===== src/rtl/pc_gen_btb.sv =====
// Fetch program-counter unit: PC register with trap/redirect/stall priority and a
// direct-mapped branch target buffer with 2-bit saturating counters for next-fetch prediction.
module pc_gen_btb #(
    parameter int unsigned     XLEN         = 32,
    parameter logic [XLEN-1:0] RESET_VECTOR = '0,
    parameter int unsigned     BTB_ENTRIES  = 16
) (
    input  logic            clk,
    input  logic            rst_n,
    input  logic            stall_i,
    input  logic            redirect_i,
    input  logic [XLEN-1:0] redirect_pc_i,
    input  logic            trap_i,
    input  logic [XLEN-1:0] trap_vec_i,
    input  logic            upd_valid_i,
    input  logic [XLEN-1:0] upd_pc_i,
    input  logic            upd_taken_i,
    input  logic [XLEN-1:0] upd_target_i,
    output logic [XLEN-1:0] pc_o,
    output logic            pc_valid_o,
    output logic            pred_taken_o,
    output logic [XLEN-1:0] pred_target_o
);

    localparam int unsigned     IDX        = $clog2(BTB_ENTRIES);
    localparam int unsigned     TAG_W      = XLEN - IDX - 2;
    localparam logic [XLEN-1:0] ALIGN_MASK = ~XLEN'(3);

    logic [XLEN-1:0]  pc_q;
    logic             pc_valid_q;
    logic [XLEN-1:0]  pc_next;

    logic             btb_valid  [BTB_ENTRIES];
    logic [1:0]       btb_ctr    [BTB_ENTRIES];
    logic [TAG_W-1:0] btb_tag    [BTB_ENTRIES];
    logic [XLEN-1:0]  btb_target [BTB_ENTRIES];

    logic [IDX-1:0]   look_idx;
    logic [TAG_W-1:0] look_tag;
    logic             look_hit;
    logic [IDX-1:0]   upd_idx;
    logic [TAG_W-1:0] upd_tag;
    logic             upd_hit;
    logic             unused_upd_lsbs;

    assign look_idx = pc_q[IDX+1:2];
    assign look_tag = pc_q[XLEN-1:IDX+2];
    assign look_hit = btb_valid[look_idx] && (btb_tag[look_idx] == look_tag);

    assign upd_idx  = upd_pc_i[IDX+1:2];
    assign upd_tag  = upd_pc_i[XLEN-1:IDX+2];
    assign upd_hit  = btb_valid[upd_idx] && (btb_tag[upd_idx] == upd_tag);

    // Instruction alignment makes the two low bits of the trained PC meaningless.
    assign unused_upd_lsbs = ^upd_pc_i[1:0];

    assign pc_o          = pc_q;
    assign pc_valid_o    = pc_valid_q;
    assign pred_taken_o  = pc_valid_q && look_hit && btb_ctr[look_idx][1];
    assign pred_target_o = btb_target[look_idx];

    always_comb begin
        pc_next = pc_q + XLEN'(4);
        if (!pc_valid_q)      pc_next = pc_q;
        else if (trap_i)      pc_next = trap_vec_i & ALIGN_MASK;
        else if (redirect_i)  pc_next = redirect_pc_i & ALIGN_MASK;
        else if (stall_i)     pc_next = pc_q;
        else if (pred_taken_o) pc_next = pred_target_o;
    end

    // NOTE: sequential state uses non-blocking assignments so every register samples pre-edge values.
    always_ff @(posedge clk or negedge rst_n) begin
        if (!rst_n) begin
            pc_q       <= RESET_VECTOR;
            pc_valid_q <= 1'b0;
        end else begin
            pc_q       <= pc_next;
            pc_valid_q <= 1'b1;
        end
    end

    always_ff @(posedge clk or negedge rst_n) begin
        if (!rst_n) begin
            for (int i = 0; i < BTB_ENTRIES; i++) begin
                btb_valid[i] <= 1'b0;
                btb_ctr[i]   <= 2'b01;
            end
        end else if (upd_valid_i) begin
            if (upd_hit) begin
                if (upd_taken_i && btb_ctr[upd_idx] != 2'b11)
                    btb_ctr[upd_idx] <= btb_ctr[upd_idx] + 2'd1;
                else if (!upd_taken_i && btb_ctr[upd_idx] != 2'b00)
                    btb_ctr[upd_idx] <= btb_ctr[upd_idx] - 2'd1;
            end else if (upd_taken_i) begin
                btb_valid[upd_idx] <= 1'b1;
                btb_ctr[upd_idx]   <= 2'b10;
            end
        end
    end

    // NOTE: tag/target storage has no reset; a cleared valid bit makes stale contents unobservable.
    always_ff @(posedge clk) begin
        if (upd_valid_i && upd_taken_i) begin
            btb_target[upd_idx] <= upd_target_i;
            if (!upd_hit)
                btb_tag[upd_idx] <= upd_tag;
        end
    end

endmodule


===== config.mk =====
export PLATFORM = sky130hd
export DESIGN_NAME = pc_gen_btb
export DESIGN_NICKNAME = d
export VERILOG_FILES = /design/src/rtl/pc_gen_btb.sv
export SDC_FILE = /design/constraint.sdc
export NUM_CORES = 1
export LEC_CHECK = 0
export CAP_MARGIN = 0
export CORE_UTILIZATION = 30
export CTS_BUF_LIST = sky130_fd_sc_hd__clkbuf_2
export DETAILED_ROUTE_END_ITERATION = 8
export SLEW_MARGIN = 20
export SYNTH_ARGS = -nofsm -noshare
export SYNTH_HDL_FRONTEND = slang
export SYNTH_SLANG_ARGS = --single-unit
export TNS_END_PERCENT = 5

===== constraint.sdc =====
create_clock -name clk -period 8.2 [get_ports clk]
set_clock_uncertainty 0.2 [all_clocks]
set_input_delay 2.05 -clock clk [delete_from_list [all_inputs] [get_ports clk]]
set_output_delay 2.05 -clock clk [all_outputs]
set_load 0.02 [all_outputs]

==> results of run 1 <==
-- what timing repair did --
action | in CTS | in global routing
buffers inserted | 4 | 5
pin swaps | 1 | 1
endpoints found under the setup margin | 19 | 1
gates resized for setup | 6 | 8
hold endpoints to repair | 0 | 0
-- flip-flops by register name, summed over array words and instances (netlist names) --
register / flops
pc_o: 32
btb_tag: 416
btb_valid: 16
btb_ctr: 32
btb_target: 512
pc_valid_o: 1
-- cell usage after synthesis (5+ instances only) --
cell	count	area (µm²)
or2_2	21	131
o22ai_1	28	175
nor4_1	13	81.3
nand2_1	64	240
or3_1	8	50.1
edfxtp_1	928	27900
nor2_1	75	282
o2111ai_1	5	43.8
nor2b_1	15	93.8
clkbuf_1	83	312
xnor2_1	47	412
o221ai_1	17	149
a21o_1	17	128
nand3_1	28	140
o22a_1	6	52.6
a31oi_1	9	56.3
a21oi_1	52	260
a22oi_1	26	195
or3_4	8	90.1
mux2_2	56	631
o211ai_1	12	90.1
nand4_1	12	75.1
nand2b_1	14	87.6
a22o_1	8	70.1
xor2_1	29	254
dfrtp_1	65	1630
mux2_4	16	240
and2_1	7	43.8
a221oi_1	25	219
or4_1	6	45.0
buf_2	42	210
mux2i_1	153	1530
inv_1	15	56.3
buf_1	26	97.6
a211oi_1	6	45.0
nor3_1	18	90.1
o21ai_0	20	100
dfstp_2	16	420
and3_1	10	62.6
mux4_2	322	7250
-- metrics by stage --
| stage | setup WS (ns) | hold slack [ns] | instance area (µm²) |
|---|---|---|---|
| 2_1_floorplan | 1.22 | 0.257 | 44600 |
| 3_3_place_gp | 1.14 | 0.277 | 49300 |
| 3_5_place_dp | 1.03 | 0.275 | 49400 |
| 4_1_cts | -0.0884 | 0.0647 | 51700 |
| 5_1_grt | -0.0340 | 0.0995 | 51900 |
| 6_report | 0.134 | 0.223 | 51900 |
-- logic make-up (layout without fill, tap and decap cells) --
| family | after synthesis | after routing | synth area share |
|---|---|---|---|
| xor+xnor | 76 | 76 | 0.0149 |
| flops | 1009 | 1009 | 0.671 |
| mux | 547 | 547 | 0.217 |
| compound gates | 267 | 267 | 0.0427 |
| simple gates | 313 | 313 | 0.0366 |
| buf+inv | 175 | 787 | 0.0168 |
| fa+ha+maj | 3 | 3 | 0.000843 |
| other cells | 1 | 9 | 0.0000842 |
-- power groups by stage --
stage	sequential (µW)	clock, µW	combinational [µW]
final	5880	3420	2040
after global routing	5890	3740	2140
after CTS	5880	3500	2010
after detailed placement	6010	0	1970
after global placement	6010	0	1970
after floorplan	5920	0	1170
-- critical path, delay by kind of cell (launching register included) --
family / cells / cell delay, ns
flops: 1 / 0.62
compound gates: 2 / 0.57
buf+inv: 3 / 1.06
simple gates: 4 / 1.93
-- final cells by class --
class / instances / area [µm²] / share of cell area
well taps: 1930 / 2410 / 0.0465
clock buffers: 380 / 1900 / 0.0366
diodes: 8 / 20.0 / 0.000385
inverters: 17 / 65.1 / 0.00125
repair buffers: 314 / 3040 / 0.0586
flip-flops and latches: 1009 / 29900 / 0.576
multi-input cells: 1207 / 14200 / 0.273
clock inverters: 76 / 385 / 0.00742
-- per-layer routing --
metal | global-route usage | wire (µm)
met5 | 0 | 146
met3 | 0.0530 | 14200
met4 | 0.0559 | 3030
met1 | 0.247 | 57000
met2 | 0.279 | 63700
-- worst min path at each step --
stage / end / start / slack [ns]
2_1_floorplan: btb_valid[4]$_DFFE_PN0P_ / btb_valid[4]$_DFFE_PN0P_ / 0.26
3_3_place_gp: btb_valid[12]$_DFFE_PN0P_ / btb_valid[12]$_DFFE_PN0P_ / 0.28
3_5_place_dp: btb_valid[15]$_DFFE_PN0P_ / btb_valid[15]$_DFFE_PN0P_ / 0.28
4_1_cts: btb_ctr[11]$_DFFE_PN0P_ / rst_n / 0.06
5_1_grt: btb_ctr[9]$_DFFE_PN0P_ / rst_n / 0.1
6_report: btb_ctr[9]$_DFFE_PN0P_ / rst_n / 0.22
==> run metrics, run 1 <==
status=finished, final reports clean; Final Hold Fails=0; fin crit period=8.07 ns; reg2reg path depth=10; initial antenna violation count=21; switching power=3370 µW; gpl congestion=about 0.87; CTS Sinks=1009; GRT overflow=0; Fin Setup TNS=0 ns; critical path peak fanout=22; routed via count=26600; most common cell after layout, fill and taps aside=edfxtp_1; Setup violations, final=0; ordered list of cells on the worst path=buf_12 -> buf_12 -> or3b_1 -> o221ai_1 -> o211ai_1 -> or4_1 -> nor4_2 -> and4_2 -> clkdlybuf4s50_1; combinational power share=0.180; clock buffer count from CTS=between 200 and 300; CP Data Required Time=around 6.0 ns; post-route DRC violation count=0; Worst-Skew Late Latency=1.56 ns; Critical-path top delay cell=clkdlybuf4s50_1; fin cells=between 4000 and 5000; num rows=141; Net Sw Frac=0.298; Die Y=387 µm; fraction of layout cells with a size suffix above 1=0.337; Max Slew Vio Count=0; Area Overhead vs Synth=16.6%; wirelength, routed=138 mm; Max Clk Rate=around 120 MHz; Async SR Flop Fraction=0.0803; WS Path Type=reg2out; hold bufs inserted after CTS=0; Final period util=0.984; relative slew slack=0.207; worst vdd ir=0.160 mV; Syn Area/Cell=18.6 µm²; placed cell count=4465; Worst setup EP type=primary output; Critical Path AT=5.82 ns; Crit path top cell by count=buf_12; most frequent cells in the layout=edfxtp_1, clkbuf_2, mux4_2; main flop type after synthesis=edfxtp_1; first-pass GRT wire length=196 mm; Pleak=around 0.017 µW; post-synth net total=between 2000 and 3000; EDFF count, synth=around 930; Post-Syn Instances=approximately 2400; PwrDens=218 mW/mm²; crit path capture=pred_taken_o; Syn. warnings=0; fin util=0.352; vias per cell=5.38; FF-to-FF Start=pc_o[2]$_DFFE_PN0P_; Root Buffer=clkbuf_2; vias in the first global route=27100; Net count, final=2965; Worst R2R End=pc_o[31]$_DFFE_PN0P_; core footprint=0.147 mm²; Boundary Pins=between 200 and 250; Filler cells=approximately 14000; total power=11300 µW; ANT nets after route=0; IO buf count=194; Crit path largest cell delay=0.70 ns; final HPWL from detailed placement=86.9 mm; CTS tree=done; die area=approximately 0.15 mm²; maxcap violations=0; Clock Power Share=0.302; width of the die=387 µm; Mapped Area=0.0446 mm²; Worst Tran Pin Value=between 1 and 1.5 ns; CTS HTree Levels=5; Total GRT Usage=0.181; Worst R2R Setup Slack=2.82 ns; CP startpoint=pc_o[2]$_DFFE_PN0P_; drt wl/cell=27.9 µm; initial DRC count=between 3000 and 4000; CTS max path bufs=4; Yosys reg bits=1009; min-delay worst type=in2async; number of distinct library cells after synthesis=74; Initial Util=0.302; Seq/Total Area, Yosys=0.671; Seq pwr share=0.518; drt pass-1 iters=7; maximum number of pins on one net before global-route repair=75; Int Pwr=7970 µW; startpoint types=flip-flop; CTS clk-pin slew, worst paths=~0.11 ns
Power figures use the tool's default switching activity.
==> run 2, diff against run 1 <==
Settings changed: CAP_MARGIN 0 to 10, SLEW_MARGIN 20 to 0.
==> run 2 against run 1 <==
Critical endpoint unchanged. Largest cell class unchanged. Utilization barely moved. Sequential share of layout area increased by 0.072 points. Highest routed layer unchanged. Via count is 0.49% higher. Combinational power is essentially flat. First-iteration DRC count is 2.0% lower.
==> run metrics, run 2 (synthesis results as in run 1) <==
status=finished, final reports clean; maximum number of pins on one net before global-route repair=75 (unchanged); Initial Util=0.302 (unchanged); first-pass GRT wire length=197 mm (+0.66%); wirelength, routed=139 mm (+0.65%); Setup violations, final=0 (unchanged); hold bufs inserted after CTS=0 (unchanged); clock buffer count from CTS=281 (+1.1%); Fin Setup TNS=0 ns (unchanged); reg2reg path depth=10 (unchanged); Die Y=387 µm (unchanged); Largest Register=btb_target; initial DRC count=2983 (-2.0%); CP Data Required Time=5.95 ns (about the same); Net count, final=2966 (+0.034%); width of the die=387 µm (unchanged); IO buf count=194 (unchanged); startpoint types=flip-flop; fraction of layout cells with a size suffix above 1=0.339 (+0.00133); GRT overflow=0 (unchanged); CTS tree=done; CTS Sinks=1009 (unchanged); drt pass-1 iters=5 (-2); Crit path largest cell delay=0.72 ns (+0.02 ns); placed cell count=4463 (-0.045%); drt wl/cell=28.1 µm (+0.53%); Final Hold Fails=0 (unchanged); Worst R2R End=pc_o[31]$_DFFE_PN0P_; Filler cells=14100 (+0.64%); Worst-Skew Late Latency=1.61 ns (+0.05 ns); PwrDens=219 mW/mm² (+0.36%); Critical Path AT=5.80 ns (-0.02 ns); CTS max path bufs=4 (unchanged); initial antenna violation count=17 (-19%); Total GRT Usage=0.182 (+0.00127); WS Path Type=reg2out; critical path peak fanout=74 (+240%); CTS clk-pin slew, worst paths=0.12 ns (about the same); worst vdd ir=0.157 mV (-2.1%); min-delay worst type=in2async; number of flip-flops in the largest register=512 (unchanged); Post-Layout Inst Area=0.0519 mm² (-0.12%); ordered list of cells on the worst path=buf_12 -> buf_16 -> nand2_1 -> o21ai_0 -> o311ai_0 -> nand4_1 -> nor4_2 -> and4_2 -> clkdlybuf4s50_1; vias per cell=5.40 (+0.36%); most common cell after layout, fill and taps aside=edfxtp_1; relative slew slack=0.165 (-0.0424); final HPWL from detailed placement=86.9 mm (about the same); Worst R2R Setup Slack=3.00 ns (+0.18 ns); post-route DRC violation count=0 (unchanged); core footprint=0.147 mm² (unchanged); Top Registers=btb_target (512), btb_tag (416); Worst setup EP type=primary output; WHS=0.168 ns (-0.0550 ns); Pleak=0.0171 µW (about the same); Final period util=0.981 (-0.00231); Critical-path top delay cell=o311ai_0; ANT nets after route=0 (unchanged); Boundary Pins=201 (unchanged); routed via count=26700 (+0.49%); gpl congestion=0.865 (unchanged); Worst Tran Pin Value=1.25 ns (+0.0634 ns); most frequent cells in the layout=edfxtp_1, clkbuf_2, mux4_2; num rows=141 (unchanged); Root Buffer=clkbuf_2; Max Slew Vio Count=0 (unchanged); Max Clk Rate=124 MHz (+0.24%); fin crit period=8.05 ns (-0.0190 ns); placed instance area=0.0493 mm² (about the same); FF-to-FF Start=pc_o[2]$_DFFE_PN0P_; die area=0.150 mm² (unchanged); fin cells=4947 (+0.12%); CTS HTree Levels=5 (unchanged); Area Overhead vs Synth=16.5%; maxcap violations=0 (unchanged); total power=11400 µW (+0.25%); vias in the first global route=27000 (-0.055%)
## run 2: cell count changes in the layout (fill, tap and decap cells not counted), moves of 2 or more
cell | before | now
buf_12 | 6 | 4
buf_16 | 6 | 3
buf_6 | 4 | 7
clkbuf_2 | 380 | 390
clkinv_2 | 11 | 7
diode_2 | 8 | 11
## run 2: final cells by class
| class | instances | area, µm² | area share |
|---|---|---|---|
| Clock inverter | 71 | 330 | 0.00637 |
| Inverter | 17 | 65.1 | 0.00125 |
| Sequential cell | 1009 | 29900 | 0.577 |
| Clock buffer | 390 | 1950 | 0.0376 |
| Multi-Input combinational cell | 1207 | 14200 | 0.274 |
| Tap cell | 1930 | 2410 | 0.0465 |
| Antenna cell | 11 | 27.5 | 0.000531 |
| Timing Repair Buffer | 312 | 2960 | 0.0571 |
## run 2: critical path: cells and delay by family, from the launching register on
kind | cells | cell delay [ns]
AO/OA/AOI/OAI | 2 | 0.89
flip-flops | 1 | 0.61
AND/OR/NAND/NOR | 4 | 1.46
buffers and inverters | 3 | 1.13
## run 2: where the power goes
group / internal, µW / total [µW] / switching (µW)
combinational: 906 / 2060 / 1150
sequential: 5730 / 5880 / 148
clock: 1330 / 3430 / 2100
## run 2: metrics by stage
stage / util / setup WS [ns]
after global routing: 0.352 / -0.0368
final: 0.352 / 0.153
after global placement: 0.334 / 1.14
after floorplan: - / 1.22
after CTS: 0.351 / -0.0527
after detailed placement: 0.334 / 1.04
## run 2: worst max path at each step
| stage | end | startpoint | slack, ns |
|---|---|---|---|
| 6_report | pred_taken_o | pc_o[2]$_DFFE_PN0P_ | 0.15 |
| 3_5_place_dp | btb_ctr[21]$_DFFE_PN0P_ | upd_pc_i[5] | 1.04 |
| 3_3_place_gp | btb_tag[5][13]$_DFFE_PP_ | upd_pc_i[2] | 1.14 |
| 5_1_grt | pred_taken_o | pc_o[2]$_DFFE_PN0P_ | -0.04 |
| 2_1_floorplan | btb_tag[7][0]$_DFFE_PP_ | upd_pc_i[5] | 1.22 |
| 4_1_cts | pred_taken_o | pc_o[3]$_DFFE_PN0P_ | -0.05 |
## run 2: per-layer routing
metal  wire [µm]  vias to the layer above  global-route usage  part of all wire
met3       13000                      238              0.0459             0.094
met1       58500                    14000               0.255              0.42
met5         109                        -                   0           0.00078
met4        3020                       16              0.0569             0.022
li1            -                    11000                   -                 -
met2       64300                     1445               0.279              0.46
## run 2: repair_timing
action	in CTS	in global routing
setup buffers	5	7
cloned	0	0
resized for setup	13	8
setup endpoints to repair	19	1
pin swaps	1	1
